<file path="config.mk">
export PLATFORM = sky130hd
export DESIGN_NAME = ase_reset_sched_flat
export DESIGN_NICKNAME = d
export VERILOG_FILES = /design/src/rtl/ase_reset_sched_pkg.sv /design/src/rtl/ase_reset_sched_if.sv /design/src/rtl/ase_reset_sched_rr_pick.sv /design/src/rtl/ase_reset_sched.sv /design/src/flat_wrapper.sv
export SDC_FILE = /design/constraint.sdc
export NUM_CORES = 1
export LEC_CHECK = 0
export ABC_AREA = 0
export CORE_MARGIN = 1.5
export CORE_UTILIZATION = 45
export CTS_CLUSTER_SIZE = 30
export DETAILED_ROUTE_END_ITERATION = 10
export SYNTH_ARGS = -nofsm -noshare
export SYNTH_HDL_FRONTEND = slang
export SYNTH_SLANG_ARGS = --single-unit
</file>
<file path="constraint.sdc">
create_clock -name clk -period 3.6 [get_ports clk]
set_input_delay 0.54 -clock clk [delete_from_list [all_inputs] [get_ports clk]]
set_output_delay 0.54 -clock clk [all_outputs]
set_load 0.01 [all_outputs]
</file>
<file path="src/rtl/ase_reset_sched_pkg.sv">
// Shared ASE reset constants used as parameter defaults by the reset scheduler.
package ase_pkg;
    localparam int unsigned SOFT_RESET_DURATION    = 20;
    localparam int unsigned RESET_TIMEOUT_DURATION = 1024;
    localparam int unsigned TXN_CNT_W              = 10;
endpackage

</file>
<file path="src/rtl/ase_reset_sched_if.sv">
// Requester/transaction/reset bundle between the ASE reset scheduler and its clients.
interface ase_reset_sched_if #(
    parameter int unsigned NUM_REQ = 4
);
    localparam int unsigned IDX_W = $clog2(NUM_REQ);

    logic [NUM_REQ-1:0] req_valid;
    logic [NUM_REQ-1:0] req_ack;
    logic [IDX_W-1:0]   grant_id;
    logic               busy;
    logic               txn_issue;
    logic               txn_done;
    logic               system_is_idle;
    logic               reset_lockdown;
    logic               soft_reset;
    logic               timed_out;
    logic               cnt_err;

    modport master (
        output req_valid, txn_issue, txn_done,
        input  req_ack, grant_id, busy, system_is_idle, reset_lockdown,
               soft_reset, timed_out, cnt_err
    );

    modport slave (
        input  req_valid, txn_issue, txn_done,
        output req_ack, grant_id, busy, system_is_idle, reset_lockdown,
               soft_reset, timed_out, cnt_err
    );
endinterface

</file>
<file path="src/rtl/ase_reset_sched_rr_pick.sv">
// Combinational round-robin picker: first set request after i_last, wrapping modulo N.
module ase_rr_pick #(
    parameter int unsigned N     = 4,
    parameter int unsigned IDX_W = $clog2(N)
) (
    input  logic [N-1:0]     i_req,
    input  logic [IDX_W-1:0] i_last,
    output logic             o_any,
    output logic [IDX_W-1:0] o_idx,
    output logic [N-1:0]     o_onehot
);
    always_comb begin
        int unsigned      c;
        logic [IDX_W-1:0] w_c;
        o_any    = 1'b0;
        o_idx    = '0;
        o_onehot = '0;
        c        = 0;
        w_c      = '0;
        for (int unsigned i = 1; i <= N; i++) begin
            c = i + 32'(i_last);
            if (c >= N) c = c - N;
            w_c = IDX_W'(c);
            if (!o_any && i_req[w_c]) begin
                o_any         = 1'b1;
                o_idx         = w_c;
                o_onehot[w_c] = 1'b1;
            end
        end
    end
endmodule

</file>
<file path="src/rtl/ase_reset_sched.sv">
// Round-robin reset scheduler: drain outstanding work, pulse soft reset, settle, then
// acknowledge the granted requester.
module ase_reset_sched
    import ase_pkg::*;
#(
    parameter int unsigned NUM_REQ        = 4,
    parameter int unsigned HOLD_CYCLES    = SOFT_RESET_DURATION,
    parameter int unsigned TIMEOUT_CYCLES = RESET_TIMEOUT_DURATION,
    parameter int unsigned CNT_W          = TXN_CNT_W
) (
    input  logic              clk,
    input  logic              ase_reset,
    ase_reset_sched_if.slave  bus
);
    localparam int unsigned IDX_W = $clog2(NUM_REQ);
    localparam int unsigned HW    = $clog2(HOLD_CYCLES + 1);
    localparam int unsigned TW    = $clog2(TIMEOUT_CYCLES + 1);
    localparam logic [HW-1:0] H_LAST = HW'(HOLD_CYCLES - 1);
    localparam logic [TW-1:0] T_LAST = TW'(TIMEOUT_CYCLES - 1);

    typedef enum logic [2:0] {
        S_IDLE,
        S_DRAIN,
        S_HOLD,
        S_SETTLE,
        S_ACK
    } state_t;

    state_t             r_state;
    logic [IDX_W-1:0]   r_grant;
    logic [NUM_REQ-1:0] r_grant_oh;
    logic [IDX_W-1:0]   r_last;
    logic               r_busy;
    logic               r_lock;
    logic               r_soft;
    logic [NUM_REQ-1:0] r_ack;
    logic               r_tout;
    logic [TW-1:0]      r_tcnt;
    logic [HW-1:0]      r_hcnt;
    logic [CNT_W-1:0]   r_cnt;
    logic               r_idle;
    logic               r_err;

    logic               w_any;
    logic [IDX_W-1:0]   w_pick_idx;
    logic [NUM_REQ-1:0] w_pick_oh;
    logic [TW-1:0]      w_tcnt_inc;
    logic [HW-1:0]      w_hcnt_inc;

    assign w_tcnt_inc = r_tcnt + TW'(1);
    assign w_hcnt_inc = r_hcnt + HW'(1);

    ase_rr_pick #(
        .N     (NUM_REQ),
        .IDX_W (IDX_W)
    ) u_pick (
        .i_req    (bus.req_valid),
        .i_last   (r_last),
        .o_any    (w_any),
        .o_idx    (w_pick_idx),
        .o_onehot (w_pick_oh)
    );

    // Outstanding-transaction counter; saturates at both ends and flags the attempt.
    always_ff @(posedge clk) begin
        if (ase_reset) begin
            r_cnt  <= '0;
            r_idle <= 1'b0;
            r_err  <= 1'b0;
        end else begin
            r_idle <= (r_cnt == '0);
            unique case ({bus.txn_issue, bus.txn_done})
                2'b10: if (r_cnt == '1) r_err <= 1'b1; else r_cnt <= r_cnt + CNT_W'(1);
                2'b01: if (r_cnt == '0) r_err <= 1'b1; else r_cnt <= r_cnt - CNT_W'(1);
                default: ;
            endcase
        end
    end

    always_ff @(posedge clk) begin
        if (ase_reset) begin
            r_state    <= S_IDLE;
            r_grant    <= '0;
            r_grant_oh <= '0;
            r_last     <= IDX_W'(NUM_REQ - 1);
            r_busy     <= 1'b0;
            r_lock     <= 1'b1;
            r_soft     <= 1'b1;
            r_ack      <= '0;
            r_tout     <= 1'b0;
            r_tcnt     <= '0;
            r_hcnt     <= '0;
        end else begin
            r_ack  <= '0;
            r_tout <= 1'b0;
            unique case (r_state)
                S_IDLE: begin
                    r_soft <= 1'b0;
                    r_lock <= 1'b0;
                    r_busy <= 1'b0;
                    if (w_any) begin
                        r_state    <= S_DRAIN;
                        r_grant    <= w_pick_idx;
                        r_grant_oh <= w_pick_oh;
                        r_last     <= w_pick_idx;
                        r_busy     <= 1'b1;
                        r_lock     <= 1'b1;
                        r_tcnt     <= '0;
                        r_tout     <= (TIMEOUT_CYCLES == 1) && (r_cnt != '0);
                    end
                end
                // timed_out is raised one edge early so it coincides with the last DRAIN
                // cycle; r_cnt now is what system_is_idle will show in that cycle.
                S_DRAIN: begin
                    if (r_idle || (r_tcnt == T_LAST)) begin
                        r_state <= S_HOLD;
                        r_soft  <= 1'b1;
                        r_hcnt  <= '0;
                    end else begin
                        r_tcnt <= w_tcnt_inc;
                        r_tout <= (w_tcnt_inc == T_LAST) && (r_cnt != '0);
                    end
                end
                S_HOLD: begin
                    if (r_hcnt == H_LAST) begin
                        r_state <= S_SETTLE;
                        r_soft  <= 1'b0;
                        r_hcnt  <= '0;
                    end else begin
                        r_hcnt <= w_hcnt_inc;
                    end
                end
                S_SETTLE: begin
                    if (r_hcnt == H_LAST) begin
                        r_state <= S_ACK;
                        r_lock  <= 1'b0;
                        r_ack   <= r_grant_oh;
                    end else begin
                        r_hcnt <= w_hcnt_inc;
                    end
                end
                S_ACK: begin
                    r_state <= S_IDLE;
                    r_busy  <= 1'b0;
                end
                default: r_state <= S_IDLE;
            endcase
        end
    end

    assign bus.req_ack        = r_ack;
    assign bus.grant_id       = r_grant;
    assign bus.busy           = r_busy;
    assign bus.system_is_idle = r_idle;
    assign bus.reset_lockdown = r_lock;
    assign bus.soft_reset     = r_soft;
    assign bus.timed_out      = r_tout;
    assign bus.cnt_err        = r_err;
endmodule

</file>
<file path="src/flat_wrapper.sv">
// flat-port wrapper written by rule: the top's interface ports become plain ports
module ase_reset_sched_flat import ase_pkg::*;
#(
    parameter int unsigned NUM_REQ        = 4,
    parameter int unsigned HOLD_CYCLES    = SOFT_RESET_DURATION,
    parameter int unsigned TIMEOUT_CYCLES = RESET_TIMEOUT_DURATION,
    parameter int unsigned CNT_W          = TXN_CNT_W
)
  (clk, ase_reset, bus_req_valid, bus_txn_issue, bus_txn_done, bus_req_ack, bus_grant_id, bus_busy, bus_system_is_idle, bus_reset_lockdown, bus_soft_reset, bus_timed_out, bus_cnt_err);
  ase_reset_sched_if #(.NUM_REQ(NUM_REQ)) bus_i ();
  input  logic clk;
  input  logic ase_reset;
  input wire logic [$bits(bus_i.req_valid)-1:0] bus_req_valid;
  input wire logic [$bits(bus_i.txn_issue)-1:0] bus_txn_issue;
  input wire logic [$bits(bus_i.txn_done)-1:0] bus_txn_done;
  output wire logic [$bits(bus_i.req_ack)-1:0] bus_req_ack;
  output wire logic [$bits(bus_i.grant_id)-1:0] bus_grant_id;
  output wire logic [$bits(bus_i.busy)-1:0] bus_busy;
  output wire logic [$bits(bus_i.system_is_idle)-1:0] bus_system_is_idle;
  output wire logic [$bits(bus_i.reset_lockdown)-1:0] bus_reset_lockdown;
  output wire logic [$bits(bus_i.soft_reset)-1:0] bus_soft_reset;
  output wire logic [$bits(bus_i.timed_out)-1:0] bus_timed_out;
  output wire logic [$bits(bus_i.cnt_err)-1:0] bus_cnt_err;
  assign bus_i.req_valid = bus_req_valid;
  assign bus_i.txn_issue = bus_txn_issue;
  assign bus_i.txn_done = bus_txn_done;
  assign bus_req_ack = bus_i.req_ack;
  assign bus_grant_id = bus_i.grant_id;
  assign bus_busy = bus_i.busy;
  assign bus_system_is_idle = bus_i.system_is_idle;
  assign bus_reset_lockdown = bus_i.reset_lockdown;
  assign bus_soft_reset = bus_i.soft_reset;
  assign bus_timed_out = bus_i.timed_out;
  assign bus_cnt_err = bus_i.cnt_err;
  ase_reset_sched #(.NUM_REQ(NUM_REQ), .HOLD_CYCLES(HOLD_CYCLES), .TIMEOUT_CYCLES(TIMEOUT_CYCLES), .CNT_W(CNT_W)) u_core (.clk(clk), .ase_reset(ase_reset), .bus(bus_i));
endmodule
</file>
### Word-level counts from Yosys, hierarchy flattened

Index checks and enable logic that the tools add are counted.

* $add $sub $neg: 12
* multipliers: 0
* divide/modulo/power cells: 0
* magnitude comparators: 12
* eq/ne operators: 20
* shifts and indexed selects: 0
* mux-type cells: 56
* bitwise operators: 6
* reductions and logical operators: 31

Operators by type and width (count)
* == test 11 x 10 -> 1 bit (second input constant): 2
* two-way mux 11 bit: 2
* one-hot mux 11 bit (2 select lines): 1
* two-way mux 10 bit: 2
* one-hot mux 10 bit (2 select lines): 1
* two-way mux 1 bit: 17
* two-way mux 2 bit: 8
* two-way mux 4 bit: 4
* two-way mux 5 bit: 3
* one-hot mux 5 bit (3 select lines): 1
* AND reduction 3 bit: 5
* less-than comparator 2 x 3 -> 1 bit (second input constant): 4
* two-way mux 3 bit: 4
* OR 4 bit: 3
* one-hot mux 3 bit (4 select lines): 1
* adder 11 x 1 -> 11 bit (second input constant): 1
* adder 10 x 1 -> 10 bit (second input constant): 1
* == test 10 bit (second input constant): 1
* zero test 10 bit: 1
* != test 2 x 1 -> 1 bit (second input constant): 5
* != test 2 bit (second input constant): 5
* nonzero test 10 bit: 1
* subtractor 10 x 1 -> 10 bit (second input constant): 1
* >= comparator 3 bit (second input constant): 3
* other kinds (27): 60

* bits in registers: 47
* bits in latches: 0
* bits in writable memories: 0
* memory bits (read-only): 0
* bits of input ports: 8
* output and inout port bits: 12
* word-level logic and storage cells: 151
* memories kept: 0

### Logic depth before layout (Yosys ltp)

Gate-level depths: netlist (run 1).

* depth in word-level cells: 17
* depth in mapped cells: 12

### By module

Synthesis (run 1) repeated with hierarchy kept, for this count alone.

* cells, all modules: 386
* area total of the unflattened synthesis: 3079.2 µm²

By module, submodules not included
* ase_reset_sched: instances 1, cells each 325, area an instance 2577.5 µm², seq. area each 940.9 µm²
* ase_rr_pick: instances 1, cells each 61, area an instance 501.7 µm², seq. area each 0.0 µm²

### Least setup slack after synthesis (run 1)

OpenSTA, ideal clock, no wires.

* path type: input to register
* from: input bus_txn_issue
* to: register u_core.r_cnt[8]
* library setup time: 121 ps
* arrival: 2868 ps
* required time: 3479 ps
* setup slack: 612 ps
* stages: 12
* buffers on the path: 2
* path through: inv_1 ha_1 buf_2 buf_1 xor2_1 ha_1 or3_1 a21oi_1 nor4b_1 o2111a_1 o211ai_1 mux2_2

* longest elaborated chain between the ends: 3

RTL lines
* from (decl): RTL line flat_wrapper.sv:14 `input wire logic [$bits(bus_i.txn_issue)-1:0] bus_txn_issue;`
* == test 2 x 1 -> 1 bit / == test 2 bit (equally long branches): RTL line ase_reset_sched.sv:72 `unique case ({bus.txn_issue, bus.txn_done})`
* != test 2 bit (no source line) / nonzero test 2 bit (equally long branches)
* AND reduction 3 bit (no source line)
* to (signal assigned): RTL line ase_reset_sched.sv:67 `r_cnt <= '0;`
* to (signal assigned): RTL line ase_reset_sched.sv:73 `2'b10: if (r_cnt == '1) r_err <= 1'b1; else r_cnt <= r_cnt + CNT_W'(1);`
* to (signal assigned): RTL line ase_reset_sched.sv:74 `2'b01: if (r_cnt == '0) r_err <= 1'b1; else r_cnt <= r_cnt - CNT_W'(1);`
* to (decl): RTL line ase_reset_sched.sv:40 `logic [CNT_W-1:0] r_cnt;`

Several ways; a longest one is shown, not always the timed one.
A chain may end at the register's enable or synchronous reset.

### Worst setup path in the final report (run 1)

* from: input bus_txn_issue
* to: register u_core.r_cnt[7]

Same word-level chain as after synthesis.

==> impl_metrics.toml, run 1 <==
[setup_path]
critPathKind = "input pin to flip-flop"
reg2reg_depth = 6
cp.depth = 11
path_delay_family = "compound AO/OA/AOI/OAI gates"
arrival_ns = 3.08
worst-path-buf-inv = 3
cp-end-kind = "flip-flop"
critical_path.max_stage_delay_ns = 0.48
cpMaxStageDelayCell = "clkdlybuf4s50_1"
cp_cell_sequence = "clkdlybuf4s50_1, inv_1, ha_1, buf_4, ha_1, nor2_1, a21oi_1, nand2_1, o311ai_0, nand2_1, a221oi_1"
crit_fanout = 22
cp.required_ns = 3.80
start_kind = "input pin"

[synthesis]
synth_seq_cells = 47
synth-seq-area-share = 0.302
netlist.area_leader.share = 0.302
yosys_warnings = 0
synth_edf_count = 0
async_reset_ff_frac = 0
syn_nets = 413
yosys-top-cells-area = "dfxtp_1, ha_1, nor2_1, a21oi_1, o21ai_0"
synth_cell_types = 68
postSynthAreaPerCell_um2 = 8.02
synth_cells = 389
netlist_area_um2 = 3120
synth.largest_area_cell = "dfxtp_1"
synthFlopType = "dfxtp_1"

[sta]
holdWs_ns = 0.458
worst_slew_pin_slew_ns = 0.653
tns_ns = 0
timing.fmax_ghz = 0.348
period_needed_ns = 2.87
final.period_utilization = 0.798
setup_viol = 0
hold_viol_final = 0
drv_slew = 0
relSlewSlack = 0.565
skew_ns = 0.00892
grt_setup_unrepaired = "false"

[grt]
grt_pass1_vias = 2475
gr-total-overflow = 0
grt_use_total = 0.182
grt_start_max_net_pins = 23
grt_pass1_wl_mm = 11.3
antenna_found_initial = 0

[floorplan]
core-area_um2 = 6760
num_io_pins = 20
initial_core_util = 0.462
die_height_um = 86.3
dieArea_um2 = 7440
num_rows = 30
dieWidth_um = 86.3

[clock_network]
ctsResizeCount = 0
clk_latency_ns = 0.30
cts_tree = "done"
cts_max_level = 2
cts_buffer_depth = 2
cts_buffers = 5
clk_pin_slew_ns = 0.09
holdBufCountCts = 0
cts_sinks = 47
root_buffer = "clkbuf_8"
cts_setup_buffers = 0

[pwr]
vdd_drop_max_uv = 210
total_power_mw = 1.56
p_per_area_nw_per_um2 = 457
leakagePower_nw = 1.26

[routing]
routed_wirelength_mm = 6.55
wl_per_cell_um = 13.8
drtPass1Iterations = 5
ant_nets = 0
drc = 0
viasPerCell = 5.92
route.vias.total = 2813
drtIter0Drc = 134

[place]
dp_hpwl_mm = 4.58
port-buffer-count = 19
place_congestion = 0.832

[finish]
nets = 419
layout_commonest_cell = "nor2_1"
antenna_cells = 0
drive_above_1_share = 0.0734
area_growth_pct = 9.54
final_cell_mix = "nor2_1, dfxtp_1, a21oi_1"
filler_cell_count = 646

[status]
outcome = "finished clean"

[hold_path]
whs_path_depth = 1
hold_path_class = "flip-flop to flip-flop"

[job]
cap_violations = 0
-- worst paths after layout --
kind | startpoint | endpoint | slack (ns)
min reg2reg | u_core.r_grant_oh[3] | u_core.bus.req_ack[3] | 0.46
max reg2reg | u_core.r_last[1] | u_core.r_grant_oh[3] | 1.01
max | bus_txn_issue | u_core.r_cnt[7] | 0.73
min | u_core.r_grant_oh[3] | u_core.bus.req_ack[3] | 0.46
-- routing by layer --
layer  global-route usage  share of wire
met5                    0              0
met4               0.0499          0.011
met3               0.0229          0.031
met2                0.308           0.46
met1                0.246           0.50
-- flip-flops by register name, indices dropped and copies added (netlist names) --
signal / flops
u_core.r_last: 2
u_core.bus.req_ack: 4
u_core.r_hcnt: 5
u_core.bus.reset_lockdown: 1
u_core.r_grant_oh: 4
u_core.bus.soft_reset: 1
u_core.bus.cnt_err: 1
u_core.bus.timed_out: 1
u_core.r_tcnt: 11
u_core.r_state: 3
u_core.bus.busy: 1
u_core.bus.system_is_idle: 1
u_core.bus.grant_id: 2
u_core.r_cnt: 10
-- metrics by stage --
stage	std cells	instance area (um^2)	util	worst slack, ns
after floorplan	389	3120	-	0.612
after global placement	468	3330	0.492	0.507
after detailed placement	468	3330	0.492	0.468
after CTS	475	3420	0.506	0.765
after global routing	475	3420	0.506	0.482
final	475	3420	0.506	0.726
-- final cells by class --
cell class / count / area, um^2 / area share
clock inverter: 1 / 8.76 / 0.00256
tap: 80 / 100 / 0.0293
clock buffer: 6 / 82.6 / 0.0242
timing repair buffer: 24 / 228 / 0.0666
multi-input combinational: 305 / 2010 / 0.589
inverter: 12 / 45.0 / 0.0132
sequential: 47 / 941 / 0.275
-- worst register-to-register path: cells and delay by family, from the launching register on --
| kind | cells | cell delay (ns) |
|---|---|---|
| simple gates | 1 | 0.41 |
| buf+inv | 1 | 0.17 |
| compound gates | 3 | 0.86 |
| flops | 1 | 0.60 |
| fa+ha+maj | 1 | 0.45 |
-- cells in the mapped netlist, types with 4 or more instances --
| cell | count |
|---|---|
| nor2_1 | 48 |
| nor3b_1 | 5 |
| and2_1 | 6 |
| nand3_1 | 13 |
| clkbuf_1 | 12 |
| a21oi_1 | 28 |
| o21ai_0 | 21 |
| nor3_1 | 13 |
| a311oi_1 | 7 |
| nand4_1 | 4 |
| a222oi_1 | 4 |
| nor2b_1 | 7 |
| buf_2 | 10 |
| mux2_2 | 4 |
| a221oi_1 | 4 |
| dfxtp_1 | 47 |
| and3_1 | 5 |
| ha_1 | 16 |
| nand2b_1 | 14 |
| inv_1 | 11 |
| nand2_1 | 26 |
| xnor2_1 | 6 |
| xor2_1 | 4 |
| o31ai_1 | 5 |
| mux2i_1 | 4 |
-- cell families after synthesis --
group / count (synthesis) / synth area share
compound gates: 103 / 0.229
fa+ha+maj: 16 / 0.0642
xor+xnor: 10 / 0.0281
mux: 10 / 0.0417
simple gates: 166 / 0.282
flops: 47 / 0.302
buf+inv: 37 / 0.0533
-- power by group --
part,leakage [nW],internal [mW],switching (mW)
Sequential,0.384,0.578,0.0840
Combinational,0.827,0.259,0.308
Clock,0.0477,0.155,0.178
Total,1.26,0.992,0.570
No activity file was read; power rests on OpenSTA's default activity.
==> run 2: changes to the inputs <==
clock period = 2.98 ns   (was 3.6 ns; I/O delays follow)
==> run 2 against run 1 <==
- setup slack worse by 0.46 ns
- flip-flop and latch count unchanged
- sequential share of layout area down 0.59 points
- clock power up 24%
- largest power group unchanged
- die area unchanged
- highest routed layer unchanged
- sequential power up 19%
- clock skew about the same
- first-iteration DRC count down 15%
- cell count up 2.1%
- global-route usage up 0.53 points
- clock-buffer cell count unchanged
==> impl_metrics.toml, run 2 (synthesis gave the netlist of run 1 again) <==
[grt]
grt_pass1_vias = 2495
antenna_found_initial = 0
grt_start_max_net_pins = 41
gr-total-overflow = 0
grt_use_total = 0.188
grt_pass1_wl_mm = 11.6

[clock_network]
root_buffer = "clkbuf_8"
cts_tree = "done"
cts_sinks = 47
holdBufCountCts = 0
cts_buffer_depth = 2
cts_max_level = 2
cts_setup_buffers = 0
ctsResizeCount = 0
cts_buffers = 5
clk_latency_ns = 0.30
clk_pin_slew_ns = 0.08

[sta]
skew_ns = 0.00914
timing.fmax_ghz = 0.369
grt_setup_unrepaired = "false"
setup_viol = 0
period_needed_ns = 2.71
worst_slew_pin_slew_ns = 0.505
holdWs_ns = 0.463
final.period_utilization = 0.910
relSlewSlack = 0.659
drv_slew = 0
hold_viol_final = 0

[finish]
nets = 429
area_growth_pct = 11.9
instances_no_fill = 485
largest_register = "u_core.r_tcnt"
layout_commonest_cell = "nor2_1"
final_cell_mix = "nor2_1, dfxtp_1, a21oi_1"
largest_reg_flops = 11
antenna_cells = 0
finalInstanceArea_um2 = 3490
drive_above_1_share = 0.0963
reg_top3 = "u_core.r_tcnt: 11 flops, u_core.r_cnt: 10 flops, u_core.r_hcnt: 5 flops"

[setup_path]
critPathKind = "input pin to flip-flop"
crit_fanout = 2
start_kind = "input pin"
cp.required_ns = 3.17
arrival_ns = 2.90
r2r_slack_ns = 0.60
cp-end-kind = "flip-flop"

[routing]
drc = 0
drtPass1Iterations = 4
viasPerCell = 5.79
routed_wirelength_mm = 6.69
route.vias.total = 2809
drtIter0Drc = 114
ant_nets = 0
wl_per_cell_um = 13.8

[pwr]
vdd_drop_max_uv = 267
leakagePower_nw = 1.31
p_per_area_nw_per_um2 = 550

[floorplan]
dieWidth_um = 86.3
die_height_um = 86.3
num_rows = 30
core-area_um2 = 6760
num_io_pins = 20
initial_core_util = 0.462
dieArea_um2 = 7440

[status]
outcome = "finished clean"

[hold_path]
hold_path_class = "flip-flop to flip-flop"

[place]
dp_hpwl_mm = 4.73
port-buffer-count = 19
place_area_um2 = 3400
post-place-cells = 478
place_congestion = 0.850

[job]
cap_violations = 0
[run 2: cell count changes in the layout (fill, tap and decap cells not counted)]
cell,before,now
buf_4,5,15
[run 2: worst max-delay path, stage by stage]
cell	delay, ns
clkdlybuf4s50_1	0.49
inv_1	0.06
ha_1	0.20
xor2_1	0.15
ha_1	0.20
or3_1	0.30
a21oi_1	0.19
nor4b_1	0.08
o2111a_1	0.23
o211ai_1	0.20
mux2_2	0.35
[run 2: final cells by class]
type,count,area [um^2]
fill,683,3260
multi-input combinational,305,2010
sequential,47,941
timing repair buffer,34,303
tap,80,100
clock buffer,6,82.6
inverter,12,45.0
clock inverter,1,8.76
[run 2: final timing paths]
| path | start | to | depth (start not counted) |
|---|---|---|---|
| hold reg to reg | u_core.r_grant_oh[1] | u_core.bus.req_ack[1] | 1 |
| setup / recovery | bus_txn_issue | u_core.r_cnt[8] | 11 |
| hold / removal | u_core.r_grant_oh[1] | u_core.bus.req_ack[1] | 1 |
| setup reg to reg | u_core.r_tcnt[0] | u_core.r_hcnt[0] | 7 |
[run 2: where the power goes]
group,switching (mW),internal [mW]
sequential,0.0916,0.699
clock,0.224,0.187
combinational,0.387,0.334
total,0.703,1.22
[run 2: per-stage QoR]
step           setup slack [ns]  setup TNS, ns   util  total power [mW]
5_1_grt                 0.00304              0  0.517              2.06
4_1_cts                   0.293              0  0.517              1.94
3_5_place_dp            -0.0119        -0.0119  0.504              1.52
2_1_floorplan            0.0846              0      -              1.33
3_3_place_gp            0.00682              0  0.504              1.52
6_report                  0.269              0  0.517              1.92
[run 2: metal layers]
metal / part of all wire / track usage / vias to the layer above / wire (um)
li1: - / - / 1463 / -
met1: 0.52 / 0.264 / 1299 / 3460
met2: 0.45 / 0.305 / 43 / 3010
met3: 0.026 / 0.0295 / 4 / 176
met4: 0.0067 / 0.0396 / 0 / 45
met5: 0 / 0 / - / 0
==> run 3: changes to the inputs <==
CORE_MARGIN = 4   (was 1.5)
==> run 3 against run 2 <==
- utilization rose by 0.30 points
- cell count grew 0.62%
- fmax up 0.99%
- largest power group unchanged
- highest routed layer unchanged
==> impl_metrics.toml, run 3 (synthesis gave the netlist of run 1 again) <==
[finish]
reg_top3 = "u_core.r_tcnt: 11 flops, u_core.r_cnt: 10 flops, u_core.r_hcnt: 5 flops"
finalInstanceArea_um2 = 3510
area_growth_pct = 12.6
largest_register = "u_core.r_tcnt"
nets = 431
drive_above_1_share = 0.103
layout_commonest_cell = "nor2_1"
largest_reg_flops = 11
final_util = 0.520
antenna_cells = 0
final_cell_mix = "nor2_1, dfxtp_1, a21oi_1"

[clock_network]
clk_latency_ns = 0.30
holdBufCountCts = 0
cts_buffers = 5
ctsResizeCount = 0
root_buffer = "clkbuf_8"
cts_tree = "done"
cts_sinks = 47
cts_setup_buffers = 0
clk_pin_slew_ns = 0.09
cts_max_level = 2
cts_buffer_depth = 2

[grt]
grt_start_max_net_pins = 41
gr-total-overflow = 0
grt_use_total = 0.164
grt_pass1_wl_mm = 11.7
antenna_found_initial = 0
grt_pass1_vias = 2556

[setup_path]
r2r_slack_ns = 0.62
crit_fanout = 2
cp.required_ns = 3.17
start_kind = "input pin"
arrival_ns = 2.88
cp-end-kind = "flip-flop"
critPathKind = "input pin to flip-flop"

[sta]
hold_viol_final = 0
relSlewSlack = 0.669
worst_slew_pin_slew_ns = 0.492
timing.fmax_ghz = 0.372
fin_ws_ns = 0.295
drv_slew = 0
skew_ns = 0.0135
final.period_utilization = 0.901
grt_setup_unrepaired = "false"
period_needed_ns = 2.68
setup_viol = 0

[pwr]
p_per_area_nw_per_um2 = 549
leakagePower_nw = 1.32
vdd_drop_max_uv = 255

[routing]
drc = 0
ant_nets = 0
drtPass1Iterations = 4
routed_wirelength_mm = 6.64
viasPerCell = 5.81
route.vias.total = 2834
wl_per_cell_um = 13.6
drtIter0Drc = 94

[floorplan]
num_io_pins = 20
dieArea_um2 = 8330
initial_core_util = 0.462
num_rows = 30
dieWidth_um = 91.3
core-area_um2 = 6760
die_height_um = 91.3

[place]
place_area_um2 = 3420
place_congestion = 0.859
port-buffer-count = 19
dp_hpwl_mm = 4.75
dp_slack_ns = -0.00174

[hold_path]
hold_path_class = "flip-flop to flip-flop"

[status]
outcome = "finished clean"

[job]
cap_violations = 0
[run 3: worst max-delay path, cell delays in order]
cell	delay [ns]
clkdlybuf4s50_1	0.48
inv_1	0.06
ha_1	0.20
xor2_1	0.15
ha_1	0.20
or3_1	0.30
a21oi_1	0.20
nor4b_1	0.08
o2111a_1	0.23
o211ai_1	0.18
mux2_2	0.35
[run 3: path summary, 6_finish.rpt]
path | startpoint | depth (start not counted) | to
setup / recovery | bus_txn_issue | 11 | u_core.r_cnt[8]
hold / removal | u_core.r_grant_oh[2] | 1 | u_core.bus.req_ack[2]
setup reg to reg | u_core.r_tcnt[0] | 7 | u_core.r_hcnt[0]
hold reg to reg | u_core.r_grant_oh[2] | 1 | u_core.bus.req_ack[2]
[run 3: power breakdown]
group	switching [mW]	internal, mW	total, mW
clock network	0.227	0.190	0.417
logic	0.390	0.341	0.731
registers	0.0822	0.699	0.781
total	0.699	1.23	1.93
[run 3: through the flow]
step | hold WS (ns) | setup TNS, ns | std cells | power [mW]
2_1_floorplan | 0.431 | 0 | 389 | 1.33
3_3_place_gp | 0.442 | -0.0156 | 480 | 1.52
3_5_place_dp | 0.441 | -0.00174 | 480 | 1.53
4_1_cts | 0.463 | 0 | 488 | 1.95
5_1_grt | 0.491 | 0 | 488 | 2.08
6_report | 0.459 | 0 | 488 | 1.93
[run 3: area by class of cell]
| cell class | instances | area, um^2 |
|---|---|---|
| fillers | 660 | 3240 |
| multi-input cells | 305 | 2010 |
| flip-flops and latches | 47 | 941 |
| repair buffers | 36 | 318 |
| well taps | 80 | 100 |
| clock buffers | 6 | 82.6 |
| inverters | 12 | 45.0 |
| clock inverters | 2 | 13.8 |
[run 3: layer usage]
| layer | vias to the layer above | part of all wire | global-route usage |
|---|---|---|---|
| li1 | 1464 | - | - |
| met1 | 1317 | 0.50 | 0.225 |
| met2 | 47 | 0.46 | 0.261 |
| met3 | 6 | 0.027 | 0.0290 |
| met4 | 0 | 0.012 | 0.0515 |
| met5 | - | 0 | 0 |
